<file path="src/rtl/package_spi_tx.sv">
// Drains one package per package_ready from the ping-pong FIFO and sends it as an SPI mode-0 frame:
// header, sequence number, payload, 8-bit checksum.
module package_spi_tx #(
    parameter int          DATA_WIDTH    = 8,
    parameter int          PACKAGE_SIZE  = 60,
    parameter int          CNT_WIDTH     = 16,
    parameter int          CLK_DIV       = 2,
    parameter logic [7:0]  HEADER        = 8'hA5,
    parameter int          VALID_TIMEOUT = 8
) (
    input  logic                  rd_clk,
    input  logic                  rst,
    input  logic                  package_ready,
    input  logic                  fifo_valid,
    input  logic [DATA_WIDTH-1:0] fifo_dout,
    input  logic                  fifo_empty,
    output logic                  rd_en,
    output logic                  spi_sclk,
    output logic                  spi_cs_n,
    output logic                  spi_mosi,
    output logic                  busy,
    output logic                  frame_done,
    output logic                  overrun,
    output logic                  read_error,
    output logic [7:0]            seq_num
);

    localparam int WT_W  = $clog2(VALID_TIMEOUT + 1);
    localparam int GAP_W = $clog2(2 * CLK_DIV + 1);

    typedef enum logic [2:0] {IDLE, HDR, SEQ, FETCH, WAIT_V, DATA, CSUM, GAP} state_t;

    state_t                state, state_next;
    logic                  pr_meta, pr_sync, pr_prev;
    logic                  req, pending;
    logic [7:0]            div_cnt;
    logic [2:0]            bit_cnt;
    logic [7:0]            shreg, checksum;
    logic [CNT_WIDTH-1:0]  byte_cnt;
    logic [WT_W-1:0]       wait_cnt;
    logic [GAP_W-1:0]      gap_cnt;
    logic                  shifting, div_last, byte_done, last_byte, timeout, gap_done;

    assign req       = pr_sync & ~pr_prev;
    assign shifting  = state inside {HDR, SEQ, DATA, CSUM};
    assign div_last  = (div_cnt == 8'(CLK_DIV - 1));
    assign byte_done = shifting && spi_sclk && div_last && (bit_cnt == 3'd7);
    assign last_byte = (byte_cnt == CNT_WIDTH'(PACKAGE_SIZE - 1));
    assign timeout   = (wait_cnt == WT_W'(VALID_TIMEOUT - 1));
    assign gap_done  = (gap_cnt == GAP_W'(2 * CLK_DIV - 1));

    // Decoded from state so an async reset releases cs_n and rd_en immediately.
    assign rd_en      = (state == FETCH) && !fifo_empty;
    assign spi_cs_n   = (state == IDLE) || (state == GAP);
    assign busy       = (state != IDLE);
    assign frame_done = (state == GAP) && gap_done;
    assign spi_mosi   = shreg[7];

    always_ff @(posedge rd_clk or posedge rst) begin
        if (rst) state <= IDLE;
        else     state <= state_next;
    end

    always_comb begin
        state_next = state;
        case (state)
            IDLE:    if (pending) state_next = HDR;
            HDR:     if (byte_done) state_next = SEQ;
            SEQ:     if (byte_done) state_next = FETCH;
            FETCH:   state_next = fifo_empty ? DATA : WAIT_V;
            WAIT_V:  if (fifo_valid || timeout) state_next = DATA;
            DATA:    if (byte_done) state_next = last_byte ? CSUM : FETCH;
            CSUM:    if (byte_done) state_next = GAP;
            GAP:     if (gap_done) state_next = IDLE;
            default: state_next = IDLE;
        endcase
    end

    always_ff @(posedge rd_clk or posedge rst) begin
        if (rst) begin
            pr_meta    <= 1'b0;
            pr_sync    <= 1'b0;
            pr_prev    <= 1'b0;
            pending    <= 1'b0;
            overrun    <= 1'b0;
            read_error <= 1'b0;
            seq_num    <= 8'd0;
            spi_sclk   <= 1'b0;
            div_cnt    <= 8'd0;
            bit_cnt    <= 3'd0;
            shreg      <= 8'd0;
            checksum   <= 8'd0;
            byte_cnt   <= '0;
            wait_cnt   <= '0;
            gap_cnt    <= '0;
        end else begin
            pr_meta <= package_ready;
            pr_sync <= pr_meta;
            pr_prev <= pr_sync;

            // A request landing on the accept cycle stays pending for the next frame.
            if (state == IDLE && pending) pending <= req;
            else if (req)                 pending <= 1'b1;
            if (req && pending && busy)   overrun <= 1'b1;

            case (state)
                IDLE: begin
                    if (pending) begin
                        shreg    <= HEADER;
                        checksum <= 8'd0;
                        byte_cnt <= '0;
                        div_cnt  <= 8'd0;
                        bit_cnt  <= 3'd0;
                        gap_cnt  <= '0;
                    end
                end
                HDR, SEQ, DATA, CSUM: begin
                    if (div_last) begin
                        div_cnt  <= 8'd0;
                        spi_sclk <= ~spi_sclk;
                        if (spi_sclk) begin
                            shreg   <= {shreg[6:0], 1'b0};
                            bit_cnt <= bit_cnt + 3'd1;
                        end
                    end else begin
                        div_cnt <= div_cnt + 8'd1;
                    end
                    // The next byte is loaded on the same edge that drops SCLK after bit 0.
                    if (byte_done) begin
                        if (state == HDR) shreg <= seq_num;
                        if (state == DATA) begin
                            byte_cnt <= byte_cnt + CNT_WIDTH'(1);
                            if (last_byte) shreg <= checksum;
                        end
                    end
                end
                FETCH: begin
                    wait_cnt <= '0;
                    if (fifo_empty) begin
                        read_error <= 1'b1;
                        shreg      <= 8'd0;
                    end
                end
                WAIT_V: begin
                    if (fifo_valid) begin
                        shreg    <= fifo_dout[7:0];
                        checksum <= checksum + fifo_dout[7:0];
                    end else if (timeout) begin
                        read_error <= 1'b1;
                        shreg      <= 8'd0;
                    end else begin
                        wait_cnt <= wait_cnt + WT_W'(1);
                    end
                end
                GAP: begin
                    if (gap_done) begin
                        gap_cnt <= '0;
                        seq_num <= seq_num + 8'd1;
                    end else begin
                        gap_cnt <= gap_cnt + GAP_W'(1);
                    end
                end
                default: ;
            endcase
        end
    end

endmodule
</file>
<file path="config.mk">
export PLATFORM = sky130hd
export DESIGN_NAME = package_spi_tx
export DESIGN_NICKNAME = d
export VERILOG_FILES = /design/src/rtl/package_spi_tx.sv
export SDC_FILE = /design/constraint.sdc
export NUM_CORES = 1
export LEC_CHECK = 0
export ABC_AREA = 0
export CAP_MARGIN = 15
export CELL_PAD_IN_SITES_DETAIL_PLACEMENT = 1
export CELL_PAD_IN_SITES_GLOBAL_PLACEMENT = 1
export CORE_MARGIN = 4
export CORE_UTILIZATION = 49
export CTS_CLUSTER_SIZE = 25
export DETAILED_ROUTE_END_ITERATION = 7
export PLACE_DENSITY = 0.92
export SYNTH_ARGS = -nofsm -noshare
export SYNTH_HDL_FRONTEND = slang
export SYNTH_SLANG_ARGS = --single-unit
</file>
<file path="constraint.sdc">
create_clock -name rd_clk -period 6.2 [get_ports rd_clk]
set_input_delay 1.24 -clock rd_clk [delete_from_list [all_inputs] [get_ports rd_clk]]
set_output_delay 1.24 -clock rd_clk [all_outputs]
set_load 0.02 [all_outputs]
</file>
==> results.cfg, run 1 <==
[critical_path]
cp_slowest_cell = clkdlybuf4s50_1
cp_num_cells = 3
endpoint_kind = output port
worstPathCellList = clkdlybuf4s50_1 -> nor2_1 -> clkdlybuf4s50_1
critical-path-top-delay-family = buffers and inverters
r2r_cells = 8
crit_start = fifo_empty
r2r_start = state[0]
cpPeakStageDelay_ns = 0.64
cp-start-kind = input pin
cp-endpoint = rd_en
arrival_ns = 2.50
reg2reg_slack_ns = 3.21
cp_num_buf_inv = 2
cpMostUsedCell = clkdlybuf4s50_1
r2r_end = byte_cnt[15]
crit_path_max_fanout = 3
worstSetupPathType = input pin to output port
critPathRequiredTime_ns = 4.96

[synthesis]
synth_compound_area_share_pct = 14.2
synth_flop_cell = dfrtp_1
ys_async_sr_fraction_pct = 100
syn_nets = 449
ys_seq_area_share_pct = 42.9
yosys.area_share.simple_pct = 22.8
ys_seq_elements = 68
synthAdderAreaFrac_pct = 6.49
ys_warn_count = 0
synth_top_family_by_area = simple AND/OR/NAND/NOR gates
synth_cells = 416
synth_area_per_cell_sq_um = 9.54
synthMuxAreaShare_pct = 4.22
synthDistinctLibCells = 55
synth_xor_area_share_pct = 6.40
synth_edf_count = 0
syn-cell-area_sq_um = 3970

[grt]
grt_pass1_vias = 3716
grt_max_degree = 69
grt_pass1_wl_um = 18400
antenna_found_initial = 0
gr-total-overflow = 0
grt.total_usage_pct = 23.7

[placed_design]
placement.cell_area_sq_um = 4320
gp_congestion = 0.883
port_buffers = 28
hpwl_um = 7710
pre_cts_ws_ns = 2.46

[sta]
tightest_slew_ns = 0.889
tns_ns = 0
setup_violations = 0
rsz0062_at_grt = false
layout_min_cycle_time_ns = 3.74
setup_ws_ns = 2.46
finClkSkew_ns = 0.00671
drv_slew = 0
fmax_mhz = 267
hold_viol_final = 0
relSlewSlack_pct = 40.8
period_share_pct = 60.3
hold_ws_ns = 0.362

[run_status]
status = complete, no violations

[clock_network]
cts_made_buffers = 9
cts_max_path_buffers = 2
postCtsSetupBuffers = 0
clk_latency_ns = 0.36
cts_resized = 0
clk_pin_slew_ns = 0.08
cts_tree = yes
clkSinkCount = 68
ctsHoldBuffers = 0
ctsRootBufferMaster = clkbuf_8
htree_levels = 3

[drt]
drt_wl_total_um = 10800
vias = 3340
postRouteAntennaNets = 0
dr.pass1.iters = 6
vias_per_cell = 6.09
initialDrtViolationCount = 153
drc_errors = 0
wl_per_cell_um = 19.7

[finish]
final_cell_mix = dfrtp_1, nor2_1, nand2_1, clkdlybuf4s50_1, nand3_1
nets = 474
post-route-cell-area_sq_um = 4490
layout-drive-gt1-share_pct = 7.40
insertedDiodeCount = 0
syn2layout_area_growth_pct = 13.0
mostFrequentLayoutCell = dfrtp_1

[power_and_ir_drop]
power_mw = 1.88
ir_drop_mv = 0.207
power.density_nw_per_um2 = 419
leakagePower_nw = 2.03

[flow_run]
maxCapViolations = 0

[hold_path]
hold_start = pr_meta
whs_path_depth = 0
hold_path_class = flop to flop

[floorplan]
dieArea_sq_um = 9610
dieWidth_um = 98.0
ios = 29
die_height_um = 98.0
fp.coreArea_sq_um = 7810
initial_core_util_pct = 50.8
rows = 32
==> worst reg2reg max path: stages, from the launching register on <==
cell and delay [ns]:
dfrtp_1 0.40, inv_1 0.08, ha_1 0.59, and4bb_2 0.69
a41oi_2 0.12, or2_1 0.41, nor4_4 0.34, xnor2_1 0.17
nor2_1 0.07
==> cell type report <==
class / instances / area, sq um
Clock buffer: 11 / 141
Multi-Input combinational cell: 320 / 2150
Fill cell: 901 / 3320
Clock inverter: 5 / 27.5
Sequential cell: 68 / 1700
Timing Repair Buffer: 30 / 295
Tap cell: 102 / 128
Inverter: 12 / 45.0
==> Yosys cell counts (all sizes together), types with 2 or more instances <==
cell type | number | area, sq um
a2111oi | 6 | 52.6
a21o | 2 | 15.0
a21oi | 22 | 110
a221oi | 2 | 17.5
a22o | 13 | 114
a311oi | 4 | 35.0
a32o | 2 | 20.0
and2 | 6 | 37.5
and3 | 8 | 50.1
buf | 7 | 41.3
clkbuf | 9 | 35.0
dfrtp | 68 | 1700
ha | 19 | 238
inv | 12 | 45.0
mux2 | 6 | 67.6
mux2i | 10 | 100
nand2 | 43 | 161
nand2b | 4 | 25.0
nand3 | 23 | 115
nand4 | 10 | 62.6
nor2 | 45 | 169
nor2b | 7 | 51.3
nor3 | 8 | 40.0
nor4 | 4 | 55.1
o211ai | 2 | 15.0
o21ai | 14 | 70.1
o21bai | 2 | 15.0
o22ai | 2 | 12.5
o32a | 3 | 30.0
o41ai | 2 | 17.5
or2 | 3 | 18.8
or3 | 6 | 37.5
xnor2 | 15 | 131
xor2 | 14 | 123
==> state kept, by name, summed over array words and instances (netlist names), 3 cells and up <==
signal and cells:
byte_cnt 16, checksum 8, div_cnt 8, seq_num 8
shreg 8, wait_cnt 4, bit_cnt 3, gap_cnt 3
state 3
==> report_power, final <==
| group | internal (mW) | total (mW) | switching [mW] |
|---|---|---|---|
| clock | 0.153 | 0.332 | 0.179 |
| sequential | 0.533 | 0.631 | 0.0978 |
| combinational | 0.372 | 0.916 | 0.544 |
==> stage by stage <==
step           instances  util [%]
2_1_floorplan        416         -
3_3_place_gp         532      55.3
3_5_place_dp         532      55.3
4_1_cts              548      57.5
5_1_grt              548      57.5
6_report             548      57.5
==> per-layer routing <==
layer | share of wire [%] | routed length [um] | up-vias | GRT usage, %
met4 | 3.3 | 357 | 0 | 11.4
met1 | 41 | 4480 | 1697 | 28.7
met3 | 3.1 | 340 | 28 | 3.57
li1 | - | - | 1545 | -
met5 | 0 | 0 | - | 0
met2 | 52 | 5640 | 70 | 41.3
==> cells by family after synthesis <==
group                      Yosys count
adders and majority gates           20
muxes                               16
xor gates and xnor gates            29
buffers and inverters               28
and+or+nand+nor                    175
AOI/OAI and AO/OA                   80
DFF                                 68
==> how the worst min path moves through the flow <==
stage | end
global placement | pr_sync
global route | pr_sync
floorplan | pr_sync
detailed placement | pr_sync
CTS | pr_sync
finish | pr_sync
No activity file was read; power rests on OpenSTA's default activity.
==> run 2, diff against run 1 <==
Settings changed: CORE_UTILIZATION 49 to 41, PLACE_DENSITY 0.92 to 0.82.
Clock period 6.2 ns to 3.3 ns, I/O delays scaled along.
==> run 2 against run 1 <==
Global-route usage decreased by 3.9 points. Via count decreased by 2.0%. Power increased by 89%. First-iteration DRC count decreased by 6.5%. Wire length decreased by 3.5%. Critical path type is now flop to output port. Largest power group unchanged.
==> results.cfg, run 2 (synthesized netlist as in run 1, its figures left out) <==
[grt]
grt.total_usage_pct = 19.8
grt_pass1_wl_um = 18000
grt_max_degree = 47
antenna_found_initial = 0
gr-total-overflow = 0
grt_pass1_vias = 3615

[placed_design]
hpwl_um = 7790
gp_congestion = 0.825
port_buffers = 28
pre_cts_ws_ns = 0.473

[power_and_ir_drop]
power.density_nw_per_um2 = 779
leakagePower_nw = 2.05
ir_drop_mv = 0.304
power_mw = 3.55

[sta]
hold_viol_final = 0
setup_ws_ns = 0.268
tns_ns = 0
period_share_pct = 91.9
rsz0062_at_grt = false
hold_ws_ns = 0.355
drv_slew = 0
layout_min_cycle_time_ns = 3.03
fmax_mhz = 330
finClkSkew_ns = 0.00516
relSlewSlack_pct = 52.6
setup_violations = 0
tightest_slew_ns = 0.693

[finish]
layout-drive-gt1-share_pct = 7.59
n_fill_cell = 1092
regArea_sq_um = 1700
syn2layout_area_growth_pct = 14.9
insertedDiodeCount = 0
regMostFlops = byte_cnt
largest_reg_flops = 16
mostFrequentLayoutCell = dfrtp_1
multi_input_area_sq_um = 2150
nets = 476
final_cell_mix = dfrtp_1, nor2_1, nand2_1, clkdlybuf4s50_1, nand3_1

[drt]
dr.pass1.iters = 4
drc_errors = 0
vias_per_cell = 5.67
initialDrtViolationCount = 143
wl_per_cell_um = 18.1
vias = 3272
postRouteAntennaNets = 0
drt_wl_total_um = 10400

[critical_path]
worstSetupPathType = flop to output port
endpoint_kind = output port
cp-endpoint = spi_cs_n
r2r_cells = 8
critPathRequiredTime_ns = 2.64
reg2reg_slack_ns = 0.51
cp-start-kind = flop
r2r_start = div_cnt[1]
crit_path_max_fanout = 8
arrival_ns = 2.37
r2r_end = shreg[4]
crit_start = state[1]

[clock_network]
cts_tree = yes
clk_pin_slew_ns = 0.07
clkSinkCount = 68
postCtsSetupBuffers = 0
cts_resized = 0
htree_levels = 3
cts_made_buffers = 9
ctsRootBufferMaster = clkbuf_8
clk_latency_ns = 0.34
ctsHoldBuffers = 0
cts_max_path_buffers = 2

[hold_path]
whs_path_depth = 0
hold_path_class = flop to flop

[flow_run]
maxCapViolations = 0

[floorplan]
die_height_um = 106
dieArea_sq_um = 11300
ios = 29
fp.coreArea_sq_um = 9330
rows = 35
initial_core_util_pct = 42.6
dieWidth_um = 106

[run_status]
status = complete, no violations
-- run 2: cell types whose count changed in the layout (fill, tap and decap cells not counted), sizes merged --
cell	previous run	this run
buf	2	4
bufinv	0	1
clkinv	4	3
-- run 2: routing by layer --
metal | vias up | track usage (%) | wire length [um]
met2 | 63 | 34.7 | 5270
met1 | 1634 | 24.2 | 4560
met4 | 0 | 6.94 | 208
li1 | 1555 | - | -
met3 | 20 | 3.95 | 389
met5 | - | 0 | 0
-- run 2: per-stage QoR --
stage	cell area, sq um	util [%]	instances
after floorplan	3970	-	416
after global placement	4380	46.9	561
after detailed placement	4380	46.9	561
after CTS	4560	48.9	577
after global routing	4560	48.9	577
final	4560	48.9	577
-- run 2: layout make-up --
type	count	area share, %
multi-input combinational	320	47.1
inverter	12	0.987
timing repair buffer	32	7.08
clock buffer	11	2.88
sequential	68	37.3
clock inverter	5	1.15
tap	129	3.54
-- run 2: where the power goes --
group	switching (mW)	internal, mW	total [mW]
Combinational	0.991	0.710	1.70
Sequential	0.186	1.00	1.19
Clock	0.318	0.346	0.664
-- run 2: worst min-delay path by stage --
stage	start	to	slack [ns]
2_1_floorplan	pr_meta	pr_sync	0.33
3_3_place_gp	pr_meta	pr_sync	0.34
3_5_place_dp	pr_meta	pr_sync	0.34
4_1_cts	pr_meta	pr_sync	0.36
5_1_grt	pr_meta	pr_sync	0.36
6_report	pr_meta	pr_sync	0.36
-- run 2: critical path, stage by stage, from the launching register on --
cell	delay (ns)
dfrtp_1	0.40
inv_1	0.11
ha_1	0.32
nor2b_1	0.36
inv_1	0.15
nand2_1	0.08
clkdlybuf4s50_1	0.60
